## src/rtl/sd_access_sched.sv

```systemverilog
// SD SPI access scheduler: round-robin arbitration of single-block read/write
// requests, engine sequencing with timeout supervision, and SD bus ownership.
module sd_access_sched #(
  parameter int unsigned TIMEOUT     = 1000000,
  parameter int unsigned TO_W        = 22,
  parameter int unsigned RECOVER_CYC = 16
) (
  input  logic        SD_clk,
  input  logic        reset,
  input  logic        init_done,
  input  logic        init_cs,
  input  logic        init_datain,
  input  logic        wr_req,
  input  logic [31:0] wr_sec,
  output logic        wr_ack,
  input  logic        rd_req,
  input  logic [31:0] rd_sec,
  output logic        rd_ack,
  output logic [31:0] eng_sec,
  output logic        eng_write_req,
  output logic        eng_read_req,
  input  logic        eng_write_o,
  input  logic        eng_read_o,
  output logic        eng_init,
  input  logic        w_cs,
  input  logic        w_datain,
  input  logic        r_cs,
  input  logic        r_datain,
  output logic        SD_cs,
  output logic        SD_datain,
  output logic        busy,
  output logic        cur_wr,
  output logic        done,
  output logic        err
);

  localparam int unsigned RC_W = $clog2(RECOVER_CYC + 1);

  typedef enum logic [1:0] {IDLE, GRANT, WAIT_DONE, RECOVER} state_t;

  state_t            state;
  logic              last_wr;
  logic [TO_W-1:0]   to_cnt;
  logic [TO_W-1:0]   to_inc;
  logic [RC_W-1:0]   rc_cnt;
  logic              cpl_q;
  logic              cpl_in;
  logic              cpl_edge;
  logic              to_hit;
  logic              any_req;
  logic              pick_wr;

  always_comb begin
    cpl_in   = cur_wr ? eng_write_o : eng_read_o;
    cpl_edge = cpl_in & ~cpl_q;
    to_inc   = (to_cnt == '1) ? to_cnt : to_cnt + TO_W'(1);
    to_hit   = (to_inc >= TO_W'(TIMEOUT));
    any_req  = init_done & (wr_req | rd_req);
    // Lone requester wins; on contention the side not served last time wins.
    pick_wr  = wr_req & (~rd_req | ~last_wr);
  end

  // Grant outputs are loaded on the IDLE->GRANT edge so they are visible for
  // exactly the one GRANT cycle.
  always_ff @(posedge SD_clk) begin
    if (reset) begin
      state         <= IDLE;
      last_wr       <= 1'b1;
      cur_wr        <= 1'b0;
      eng_sec       <= '0;
      wr_ack        <= 1'b0;
      rd_ack        <= 1'b0;
      eng_write_req <= 1'b0;
      eng_read_req  <= 1'b0;
      done          <= 1'b0;
      err           <= 1'b0;
      to_cnt        <= '0;
      rc_cnt        <= '0;
      cpl_q         <= 1'b0;
    end else begin
      wr_ack        <= 1'b0;
      rd_ack        <= 1'b0;
      eng_write_req <= 1'b0;
      eng_read_req  <= 1'b0;
      done          <= 1'b0;
      err           <= 1'b0;
      cpl_q         <= cpl_in;
      unique case (state)
        IDLE: begin
          if (any_req) begin
            state         <= GRANT;
            wr_ack        <= pick_wr;
            rd_ack        <= ~pick_wr;
            eng_write_req <= pick_wr;
            eng_read_req  <= ~pick_wr;
            eng_sec       <= pick_wr ? wr_sec : rd_sec;
            cur_wr        <= pick_wr;
            last_wr       <= pick_wr;
          end
        end
        GRANT: begin
          to_cnt <= '0;
          state  <= WAIT_DONE;
        end
        WAIT_DONE: begin
          to_cnt <= to_inc;
          if (!init_done) begin
            err    <= 1'b1;
            rc_cnt <= '0;
            state  <= RECOVER;
          end else if (cpl_edge) begin
            done  <= 1'b1;
            state <= IDLE;
          end else if (to_hit) begin
            err    <= 1'b1;
            rc_cnt <= '0;
            state  <= RECOVER;
          end
        end
        RECOVER: begin
          if (rc_cnt == RC_W'(RECOVER_CYC - 1)) state <= IDLE;
          else rc_cnt <= rc_cnt + RC_W'(1);
        end
        default: state <= IDLE;
      endcase
    end
  end

  always_comb begin
    busy     = (state != IDLE);
    eng_init = ~reset & (state != RECOVER) & init_done;
    if (!init_done) begin
      SD_cs     = init_cs;
      SD_datain = init_datain;
    end else if (state == WAIT_DONE) begin
      SD_cs     = cur_wr ? w_cs     : r_cs;
      SD_datain = cur_wr ? w_datain : r_datain;
    end else begin
      SD_cs     = 1'b1;
      SD_datain = 1'b1;
    end
  end

endmodule

```

## config.mk

```make
export PLATFORM = sky130hd
export DESIGN_NAME = sd_access_sched
export DESIGN_NICKNAME = d
export VERILOG_FILES = /design/src/rtl/sd_access_sched.sv
export SDC_FILE = /design/constraint.sdc
export NUM_CORES = 1
export LEC_CHECK = 0
export BUFFER_PORTS_ARGS = -buffer_cell sky130_fd_sc_hd__buf_2
export CAP_MARGIN = 20
export CORE_ASPECT_RATIO = 1.1
export CORE_MARGIN = 5
export CORE_UTILIZATION = 53
export CTS_BUF_LIST = sky130_fd_sc_hd__clkbuf_2
export DETAILED_ROUTE_END_ITERATION = 10
export PLACE_DENSITY_LB_ADDON = 0.12
export SYNTH_ARGS = -nofsm -noshare
export SYNTH_HDL_FRONTEND = slang
export SYNTH_SLANG_ARGS = --single-unit
```

## constraint.sdc

```tcl
create_clock -name SD_clk -period 3.73 [get_ports SD_clk]
set_input_delay 0.746 -clock SD_clk [delete_from_list [all_inputs] [get_ports SD_clk]]
set_output_delay 0.746 -clock SD_clk [all_outputs]
set_load 0.01 [all_outputs]
```

# Word-level counts from Yosys, hierarchy flattened

Cells that the tools add are included.
W data, S select, Z words.

Register bits after elaboration: 68
Bits of input ports: 77
Logic and storage cells: 77

$add $sub $neg: 2
Magnitude comparators: 1
Equal/unequal tests: 12
Mux-type cells: 25
Bitwise logic cells: 16
Reductions and logical operators: 10

Operators by type and width:

| operator                | number |
|---|---|
| $pmux W22 S2            | 1 |
| $mux W32                | 1 |
| $add A22 B1 Y22 const B | 1 |
| $eq A22 B22 Y1 const B  | 1 |
| $ge A22 B20 Y1 const B  | 1 |
| $mux W22                | 1 |
| $mux W5                 | 4 |
| $mux W1                 | 11 |
| $mux W2                 | 5 |
| $pmux W5 S2             | 1 |
| $not A1 Y1              | 9 |
| $ne A2 B2 Y1 const B    | 4 |
| $pmux W2 S4             | 1 |
| $ne A3 B3 Y1 const B    | 2 |
| $reduce_bool A2 Y1      | 3 |
| $reduce_or A3 Y1        | 2 |
| $add A5 B1 Y5 const B   | 1 |
| $and A1 B1 Y1           | 5 |
| $eq A5 B4 Y1 const B    | 1 |
| $eq A2 B2 Y1 const B    | 2 |
| $ne A4 B4 Y1 const B    | 1 |
| $reduce_and A4 Y1       | 1 |
| $reduce_and A3 Y1       | 1 |
| $eq A2 B1 Y1 const B    | 1 |
| other kinds (4)         | 5 |

# Depth between registers and ports, before layout

Word-level depth: 7
Gate-level depth with buffers: 12
Depth with buffers taken out: 10

# Worst setup path before layout

OpenSTA, ideal clock, no wires.

Path type: reg2reg
Start: register to_cnt[0]
End: register rc_cnt[0]
Setup time: 0.074 ns
Data arrival time: 2.752 ns
Required time: 3.656 ns
Setup slack: 0.903 ns
Stages on the path, launching flop included: 12
Clock period less this slack: 2.827 ns
Cell sequence: dfxtp_1 > ha_1 > nand3_1 > or4_1 > o41ai_2 > xor2_1 > a311oi_1 > o41ai_2 > a311o_1 > buf_6 > or3_1 > a31oi_1

Word-level cells in the longest chain between the ends: 5

RTL lines:

| what                                              | line | source |
|---|---|---|
| start: declaration                                | 43   | `logic [TO_W-1:0] to_cnt;` |
| start signal: assignment                          | 106  | `to_cnt <= to_inc;` |
| $add A22 B1 Y22 or $eq A22 B22 Y1 (tied branches) | 56   | `to_inc = (to_cnt == '1) ? to_cnt : to_cnt + TO_W'(1);` |
| $mux W22 *                                        | 56   |  |
| $ge A22 B20 Y1 *                                  | 57   | `to_hit = (to_inc >= TO_W'(TIMEOUT));` |
| $ne A3 B3 Y1 (no source line) *                   | -    |  |
| $reduce_and A4 Y1 (no source line) *              | -    |  |
| end signal: assignment                            | 122  | `else rc_cnt <= rc_cnt + RC_W'(1);` |
| end: declaration                                  | 45   | `logic [RC_W-1:0] rc_cnt;` |

Mark *: on every way between the ends. The rest lies on a longest branch, timed or not.
A chain may end at the register's enable or synchronous reset.

# Worst setup path after layout

Start: register to_cnt[0]
End: register rc_cnt[3]

Same word-level chain as after synthesis.

==> impl_metrics.toml <==
[clock_tree]
cts_htree_levels = 3
cts_setup_buffers = 0
cts_buffers = 9
cts_sinks = 68
post_cts_resized = 0
cts.clk_slew.worst_paths_ns = 0.21
cts_tree = "built"
cts_root_buffer = "clkbuf_2"
hold_buffers = 0
cts_buffer_depth = 2
clock_latency_ns = 0.52

[global_route]
grt_max_degree = 66
grt_pass1_vias = 3331
grt_usage_pct = 21.2
grt_overflow_total = 0
grt_first_pass_wirelength_mm = 16.0
antenna_found_initial = 0

[synth]
synth_top_area_cell = "dfxtp_1"
seq_area_frac_synth_pct = 36.0
synth_ff_type = "dfxtp_1"
netlist_top_cells_area = "dfxtp_1, mux2i_1, a211oi_1"
syn-cell-area_um2 = 3780
synth_edf_count = 0
synth_cell_types = 54
syn-num-nets = 544
syn_inst = 461
yosysWarnings = 0
yosysTopAreaCellShare_pct = 36.0
ys_async_sr_fraction_pct = 0
ys_seq_elements = 68
avgSynthCellArea_um2 = 8.20

[status]
status = "finished, final reports clean"

[flow_run]
cap_violations = 0

[floorplan]
pin_count = 120
initial_core_util_pct = 54.2
die_w_um = 90.5
die_height_um = 98.6
design.core.area_um2 = 6970
fp-row-count = 32
design.die.area_um2 = 8920

[pwr]
leakage_nw = 1.85
pwr_density_cell_nw_per_um2 = 454
ir_drop_mv = 0.251

[placed_design]
dp_hpwl_mm = 7.04
place_congestion = 0.904
numPortBuffers = 119

[drt]
post_drt_wl_per_cell_um = 15.0
routed_wl_mm = 9.75
drt_iter0_drc = 148
via_per_inst = 5.71
drt_pass1_iterations = 4
drtAntennaViolNets = 0
vias = 3721
route.detailed.drc = 0

[sta]
worst_pin_slew_ns = 0.593
rsz0062_at_grt = "false"
finalCritPeriodShare_pct = 89.1
hold_ws_ns = 0.507
slew_violations = 0
setup-violations-final = 0
slew_headroom_pct = 60.5
timing.fmax_mhz = 301
post-route-min-period_ns = 3.32
tns_ns = 0
fin_worst_skew_ns = 0.0376
hold_viol = 0

[worst_setup_path]
cp-start-kind = "flop"
end_kind = "flop"
worstPathRequired_ns = 4.18
crit_type = "reg2reg"
critical_path.max_fanout = 11
critPathArrivalTime_ns = 3.77

[final_layout]
nets = 645
area_growth_pct = 19.4
layout-drive-gt1-share_pct = 28.7
fillerInstances = 607
antenna_cells = 0

[min_path]
hold_path.class = "reg2reg"
==> cell type report <==
| type | instances | area (µm²) | area share (%) |
|---|---|---|---|
| repair buffers | 126 | 648 | 14.4 |
| clock buffers | 9 | 45.0 | 0.998 |
| clock inverters | 7 | 75.1 | 1.66 |
| inverters | 11 | 41.3 | 0.915 |
| flip-flops and latches | 68 | 1360 | 30.2 |
| multi-input cells | 346 | 2240 | 49.5 |
| well taps | 85 | 106 | 2.36 |
==> synth_stat cells, drive strengths merged, types with 4 or more instances <==
library cell and count:
dfxtp 68, nand4 9, clkbuf 20, xnor2 4, mux2i 36, buf 16, a21oi 30, nor2 74
nand2 33, inv 11, ha 6, nand4b 5, a211oi 39, or4 4, o21ai 18, a21o 4
nor3 19, or3 4, a31oi 7, nand3 14
==> critical path, stage by stage (launching register included) <==
cell      delay [ns]
dfxtp_1         0.44
ha_1            0.22
nand3_1         0.21
or4_1           0.51
o41ai_2         0.28
xor2_1          0.12
a311oi_1        0.25
o41ai_2         0.13
a311o_1         0.43
or4_1           0.52
a31oi_1         0.16
==> cells in the final DEF (no fill, tap or decap), types with 3 or more instances in the layout <==
cell / instances
a211oi_1: 38
a21o_1: 3
a21oi_1: 29
a31oi_1: 7
buf_2: 119
buf_4: 7
clkbuf_2: 9
clkinvlp_4: 3
dfxtp_1: 68
ha_1: 6
inv_1: 11
mux2i_1: 36
nand2_1: 33
nand2b_1: 3
nand3_1: 14
nand3b_1: 3
nand4_1: 6
nand4_4: 3
nand4b_1: 5
nor2_1: 71
nor3_1: 16
nor3_2: 3
o21ai_0: 17
o31ai_1: 3
or3_1: 3
or4_1: 4
xnor2_1: 4
xor2_1: 3
==> flip-flops by register name, indices dropped and copies added, names as in the netlist <==
| signal | cells |
|---|---|
| eng_sec | 32 |
| to_cnt | 22 |
| rc_cnt | 5 |
| state | 2 |
| cpl_q | 1 |
| cur_wr | 1 |
| done | 1 |
| eng_read_req | 1 |
| eng_write_req | 1 |
| err | 1 |
| last_wr | 1 |
==> worst paths after layout <==
| check | start | end | slack, ns | cells past startpoint |
|---|---|---|---|---|
| worst max register to register | to_cnt[0] | rc_cnt[3] | 0.41 | 10 |
| worst min-delay path | eng_sec[17] | eng_sec[17] | 0.51 | 2 |
| worst max-delay path | to_cnt[0] | rc_cnt[3] | 0.41 | 10 |
| worst min register to register | eng_sec[17] | eng_sec[17] | 0.51 | 2 |
==> cells by family after synthesis <==
kind of cell / Yosys count / share of synthesized area [%]
and+or+nand+nor: 179 / 24.4
AOI/OAI and AO/OA: 118 / 21.2
DFF: 68 / 36.0
buffers and inverters: 47 / 5.30
muxes: 36 / 9.54
xor gates and xnor gates: 7 / 1.62
adders and majority gates: 6 / 1.99
==> through the flow <==
stage               worst slack [ns]  util, %  cells  cell area, µm²  total power, W
global route                   0.211     64.8    652            4510         0.00220
CTS                            0.410     64.8    652            4510         0.00207
finish                         0.407     64.8    652            4510         0.00205
detailed placement             0.471     63.1    636            4390         0.00162
floorplan                      0.903        -    461            3780         0.00137
global placement               0.579     63.1    636            4390         0.00161
==> routing by layer <==
layer | wire (µm) | vias up | global-route usage [%]
met1 | 4100 | 1702 | 25.4
met5 | 0 | - | 0
met3 | 589 | 12 | 4.73
met4 | 131 | 0 | 7.79
li1 | - | 1892 | -
met2 | 4930 | 115 | 36.9
==> power by group <==
group,internal (W),total [W],switching [W],leakage (nW)
registers,0.000824,0.000878,0.0000538,0.555
logic,0.000271,0.000725,0.000453,1.23
clock network,0.000156,0.000446,0.000290,0.0645
total,0.00125,0.00205,0.000797,1.85
No activity file was read; power rests on OpenSTA's default activity.
